## src/rtl/fpu_add_sequencer.sv

```systemverilog
// fpu_add_sequencer: control FSM stepping the FPU add datapath through align/add/norm/expupd/denorm/round
// Ports: start_valid/start_ready accept an operation; op_special bypasses straight to the result;
// max_exponent_z/underflow_flag/excessive_shift_left are sampled in EXPUPD; *_en are one-cycle stage enables;
// shift_en/shift_amt drive one denormalization step; result_valid/result_ready hand off the result together
// with force_inf and the sticky overflow_o/underflow_o status; busy is high whenever not idle.
module fpu_add_sequencer #(
    parameter int MAX_STEP  = 8,
    parameter int SHIFT_SAT = 27
) (
    input  logic       clk,
    input  logic       rst,
    input  logic       start_valid,
    output logic       start_ready,
    input  logic       op_special,
    input  logic       max_exponent_z,
    input  logic       min_exponent_z,
    input  logic       underflow_flag,
    input  logic [9:0] excessive_shift_left,
    output logic       align_en,
    output logic       add_en,
    output logic       norm_en,
    output logic       expupd_en,
    output logic       round_en,
    output logic       shift_en,
    output logic [3:0] shift_amt,
    output logic       force_inf,
    output logic       result_valid,
    input  logic       result_ready,
    output logic       overflow_o,
    output logic       underflow_o,
    output logic       busy
);
    typedef enum logic [2:0] {IDLE, ALIGN, ADD, NORM, EXPUPD, DENORM, ROUND, DONE} state_t;
    localparam logic [4:0] STEP  = 5'(MAX_STEP);
    localparam logic [4:0] SAT   = 5'(SHIFT_SAT);
    localparam logic [9:0] SAT10 = 10'(SHIFT_SAT);
    state_t state, state_n;
    logic [4:0] rem, rem_n, step;
    logic ovf_n, unf_n, inf_n;
    // min_exponent_z alone is a legal zero/subnormal result and never changes control flow
    logic unused;
    assign unused = min_exponent_z;
    assign start_ready = state == IDLE;
    assign step = rem > STEP ? STEP : rem;
    always_comb begin
        state_n = state;
        rem_n   = rem;
        ovf_n   = overflow_o;
        unf_n   = underflow_o;
        inf_n   = force_inf;
        case (state)
            IDLE:
                if (start_valid) begin
                    ovf_n   = 1'b0;
                    unf_n   = 1'b0;
                    inf_n   = 1'b0;
                    state_n = op_special ? DONE : ALIGN;
                end
            ALIGN:  state_n = ADD;
            ADD:    state_n = NORM;
            NORM:   state_n = EXPUPD;
            EXPUPD:
                if (max_exponent_z) begin
                    ovf_n   = 1'b1;
                    inf_n   = 1'b1;
                    state_n = DONE;
                end else if (underflow_flag) begin
                    // saturate before loading so the 5-bit counter can never wrap
                    unf_n   = 1'b1;
                    rem_n   = excessive_shift_left > SAT10 ? SAT : excessive_shift_left[4:0];
                    state_n = rem_n != 5'd0 ? DENORM : ROUND;
                end else begin
                    state_n = ROUND;
                end
            DENORM: begin
                rem_n   = rem - step;
                state_n = rem_n == 5'd0 ? ROUND : DENORM;
            end
            ROUND:  state_n = DONE;
            DONE:   state_n = result_ready ? IDLE : DONE;
            default: state_n = IDLE;
        endcase
    end
    // outputs are registered from the next state so each enable lines up with its state cycle
    always_ff @(posedge clk or posedge rst) begin
        if (rst) begin
            state        <= IDLE;
            rem          <= 5'd0;
            overflow_o   <= 1'b0;
            underflow_o  <= 1'b0;
            force_inf    <= 1'b0;
            align_en     <= 1'b0;
            add_en       <= 1'b0;
            norm_en      <= 1'b0;
            expupd_en    <= 1'b0;
            round_en     <= 1'b0;
            shift_en     <= 1'b0;
            shift_amt    <= 4'd0;
            result_valid <= 1'b0;
            busy         <= 1'b0;
        end else begin
            state        <= state_n;
            rem          <= rem_n;
            overflow_o   <= ovf_n;
            underflow_o  <= unf_n;
            force_inf    <= inf_n;
            align_en     <= state_n == ALIGN;
            add_en       <= state_n == ADD;
            norm_en      <= state_n == NORM;
            expupd_en    <= state_n == EXPUPD;
            round_en     <= state_n == ROUND;
            shift_en     <= state_n == DENORM;
            shift_amt    <= state_n == DENORM ? (rem_n > STEP ? 4'(MAX_STEP) : rem_n[3:0]) : 4'd0;
            result_valid <= state_n == DONE;
            busy         <= state_n != IDLE;
        end
    end
endmodule

```

## config.mk

```make
export PLATFORM = sky130hd
export DESIGN_NAME = fpu_add_sequencer
export DESIGN_NICKNAME = d
export VERILOG_FILES = /design/src/rtl/fpu_add_sequencer.sv
export SDC_FILE = /design/constraint.sdc
export NUM_CORES = 1
export LEC_CHECK = 0
export ABC_AREA = 1
export ABC_CLOCK_PERIOD_IN_PS = 1700
export CAP_MARGIN = 20
export CORE_MARGIN = 3
export CORE_UTILIZATION = 43
export CTS_CLUSTER_DIAMETER = 60
export DETAILED_ROUTE_END_ITERATION = 6
export MAX_ROUTING_LAYER = met4
export PLACE_DENSITY = 0.87
export SYNTH_ARGS = -nofsm -noshare
export SYNTH_HDL_FRONTEND = slang
export SYNTH_SLANG_ARGS = --single-unit
export TNS_END_PERCENT = 5
```

## constraint.sdc

```tcl
create_clock -name clk -period 1.7 [get_ports clk]
set_input_delay 0.255 -clock clk [delete_from_list [all_inputs] [get_ports clk]]
set_output_delay 0.255 -clock clk [all_outputs]
set_load 0.03 [all_outputs]
```

==> qor.yml <==
place_area_sq_mm: 0.00176
start_kind: "flip-flop"
hold_buffers: 0
synth_cell_types: 22
final_area_sq_mm: 0.00186
die_x_um: 59.6
path_max_fanout: 5
seq_area_frac_synth_pct: 44.5
ys_ff_latch: 22
fin_crit_ns: 1.96
synth_top_area_cell: "dfrtp_1"
dp_cells: 257
finalWorstSetupSlack_ns: -0.263
critical_path_required_ns: 1.91
grt_max_degree: 23
core-area_sq_mm: 0.00261
grt_first_pass_wirelength_mm: 4.99
cts-root-buf: "clkbuf_4"
synth_cells: 173
syn_avg_cell_area_sq_um: 7.15
portBuffers: 32
status: "complete, but fails checks"
routed_via_density: 4.79
synthesis.nets: 193
syn_area_sq_mm: 0.00124
row_count: 18
yosysWarnings: 0
finish.net_count: 254
path_class: "flip-flop to flip-flop"
p_leak_uw: 0.000964
grt_usage_pct: 19.2
final_cell_mix: "46 x nand2_1, 31 x clkdlybuf4s50_1, 26 x buf_4, 22 x dfrtp_1, 20 x inv_1"
routed_wire_length_per_instance_um: 11.4
ant_nets: 0
hpwl_mm: 2.32
finalHoldViolCount: 0
route.detailed.drc: 0
fin_util_pct: 71.1
setup_viol_count_final: 10
synth.area.top_cells: "dfrtp_1 45%, nand2_1 15%, inv_1 6.4%, nor2_1 5.8%, nand3_1 5.7%"
hp-class: "primary input to async pin"
initial_core_util_pct: 47.3
clock_sink_count: 22
final-max-slew-violation-count: 0
first_pass_iters: 4
cts_made_buffers: 3
grt_pass1_vias: 1168
synth_top_area_share_pct: 44.5
grt_overflow: 0
io_pins: 34
globalplace.congestion: 0.974
fmax_mhz: 509
ir_drop_uv: 1660
cts_buffer_depth: 2
drt-initial-drc-count: 66
diodes: 0
drive_above_1_share_pct: 26.6
cts_tree: "done"
maxCapViolCount: 0
violations: "negative setup slack"
worstSetupEndpointType: "flip-flop"
vias: 1261
die_h_um: 59.6
arrival_ns: 2.17
cts_max_level: 1
dieArea_sq_mm: 0.00355
final_common_cell: "nand2_1"
stdcell_count: 263
antenna_found_initial: 0
worst_clock_skew_ns: 0.00765
syn2layout_area_growth_pct: 50.3
min_period_over_period_pct: 115
clk_pin_slew_ns: 0.12
pre_cts_slack_ns: -0.308
rsz0062_at_grt: "true"
wirelength_mm: 3.00
tns_ns: -2.38
clk_latency_ns: 0.31
power.density_mw_per_mm2: 1900
## per-stage QoR
| stage | power [uW] | hold WS, ns |
|---|---|---|
| finish | 3530 | 0.261 |
| global placement | 2960 | 0.479 |
| global route | 3830 | 0.273 |
| floorplan | 2210 | 0.244 |
| detailed placement | 3000 | 0.465 |
| CTS | 3390 | 0.271 |
## area by class of cell
| type | instances | area, sq um |
|---|---|---|
| Fill cell | 207 | 754 |
| Multi-Input combinational cell | 118 | 608 |
| Sequential cell | 22 | 551 |
| Timing Repair Buffer | 57 | 505 |
| Inverter | 32 | 120 |
| Tap cell | 30 | 37.5 |
| Clock buffer | 4 | 36.3 |
## sequential cells by signal, summed over array words and instances (netlist names)
register and flops:
state 3, norm_en 1, round_en 1, shift_en 1, align_en 1, underflow_o 1, rem 5, overflow_o 1
busy 1, add_en 1, shift_amt 4, result_valid 1, expupd_en 1
## per-layer routing
layer	up-vias	routed length, um	share of wire (%)	track usage [%]
li1	644	-	-	-
met1	569	1370	46	26.3
met2	43	1410	47	29.3
met3	5	183	6.1	2.61
met4	0	44	1.5	6.65
met5	-	0	0	-
## Yosys cell counts, drive strengths merged
library cell,count
a21oi,7
buf,1
clkinv,2
conb,2
dfrtp,22
ha,2
inv,30
nand2,54
nand3,16
nand4,1
nor2,22
nor3,5
o21a,1
o21ai,7
or2,1
## path summary, 6_finish.rpt
path                        startpoint            to  slack, ns  cells past startpoint
setup / recovery                rem[1]  shift_amt[2]      -0.26                     14
hold / removal                     rst      state[0]       0.26                      3
setup reg to reg                rem[1]  shift_amt[2]      -0.26                     14
hold reg to reg            underflow_o   underflow_o       0.51                      2
max in group asynchronous          rst        rem[1]       1.22                      3
min in group clk           underflow_o   underflow_o       0.51                      2
## repair_timing
item | 4_1_cts | 5_1_grt
gates resized for setup | 4 | 6
pin swaps | 5 | 7
setup buffers | 1 | 1
endpoints found under the setup margin | 10 | 12
cloned | 0 | 0
## worst max-delay path: stages, from the launching register on
cell and delay (ns):
dfrtp_1 0.40, o21ai_1 0.16, nand3_1 0.13, nand2_2 0.11, ha_4 0.20, a21oi_2 0.09, nand2_1 0.07, nor2_2 0.12
nand2_1 0.07, a21oi_2 0.11, nand2_1 0.07, nand2_2 0.10, nand2_4 0.08, nand3_4 0.10, nor2_1 0.05
## where the power goes
part	internal (uW)	switching [uW]	total (uW)
clock	131	150	281
sequential	723	134	857
combinational	974	1420	2390
## cell families after synthesis
group	after synthesis	share of synthesized area, %
DFF	22	44.5
adders and majority gates	2	2.02
buffers and inverters	33	10.3
and+or+nand+nor	99	35.6
other	2	0.608
AOI/OAI and AO/OA	15	6.88
No activity file was read; power rests on OpenSTA's default activity.
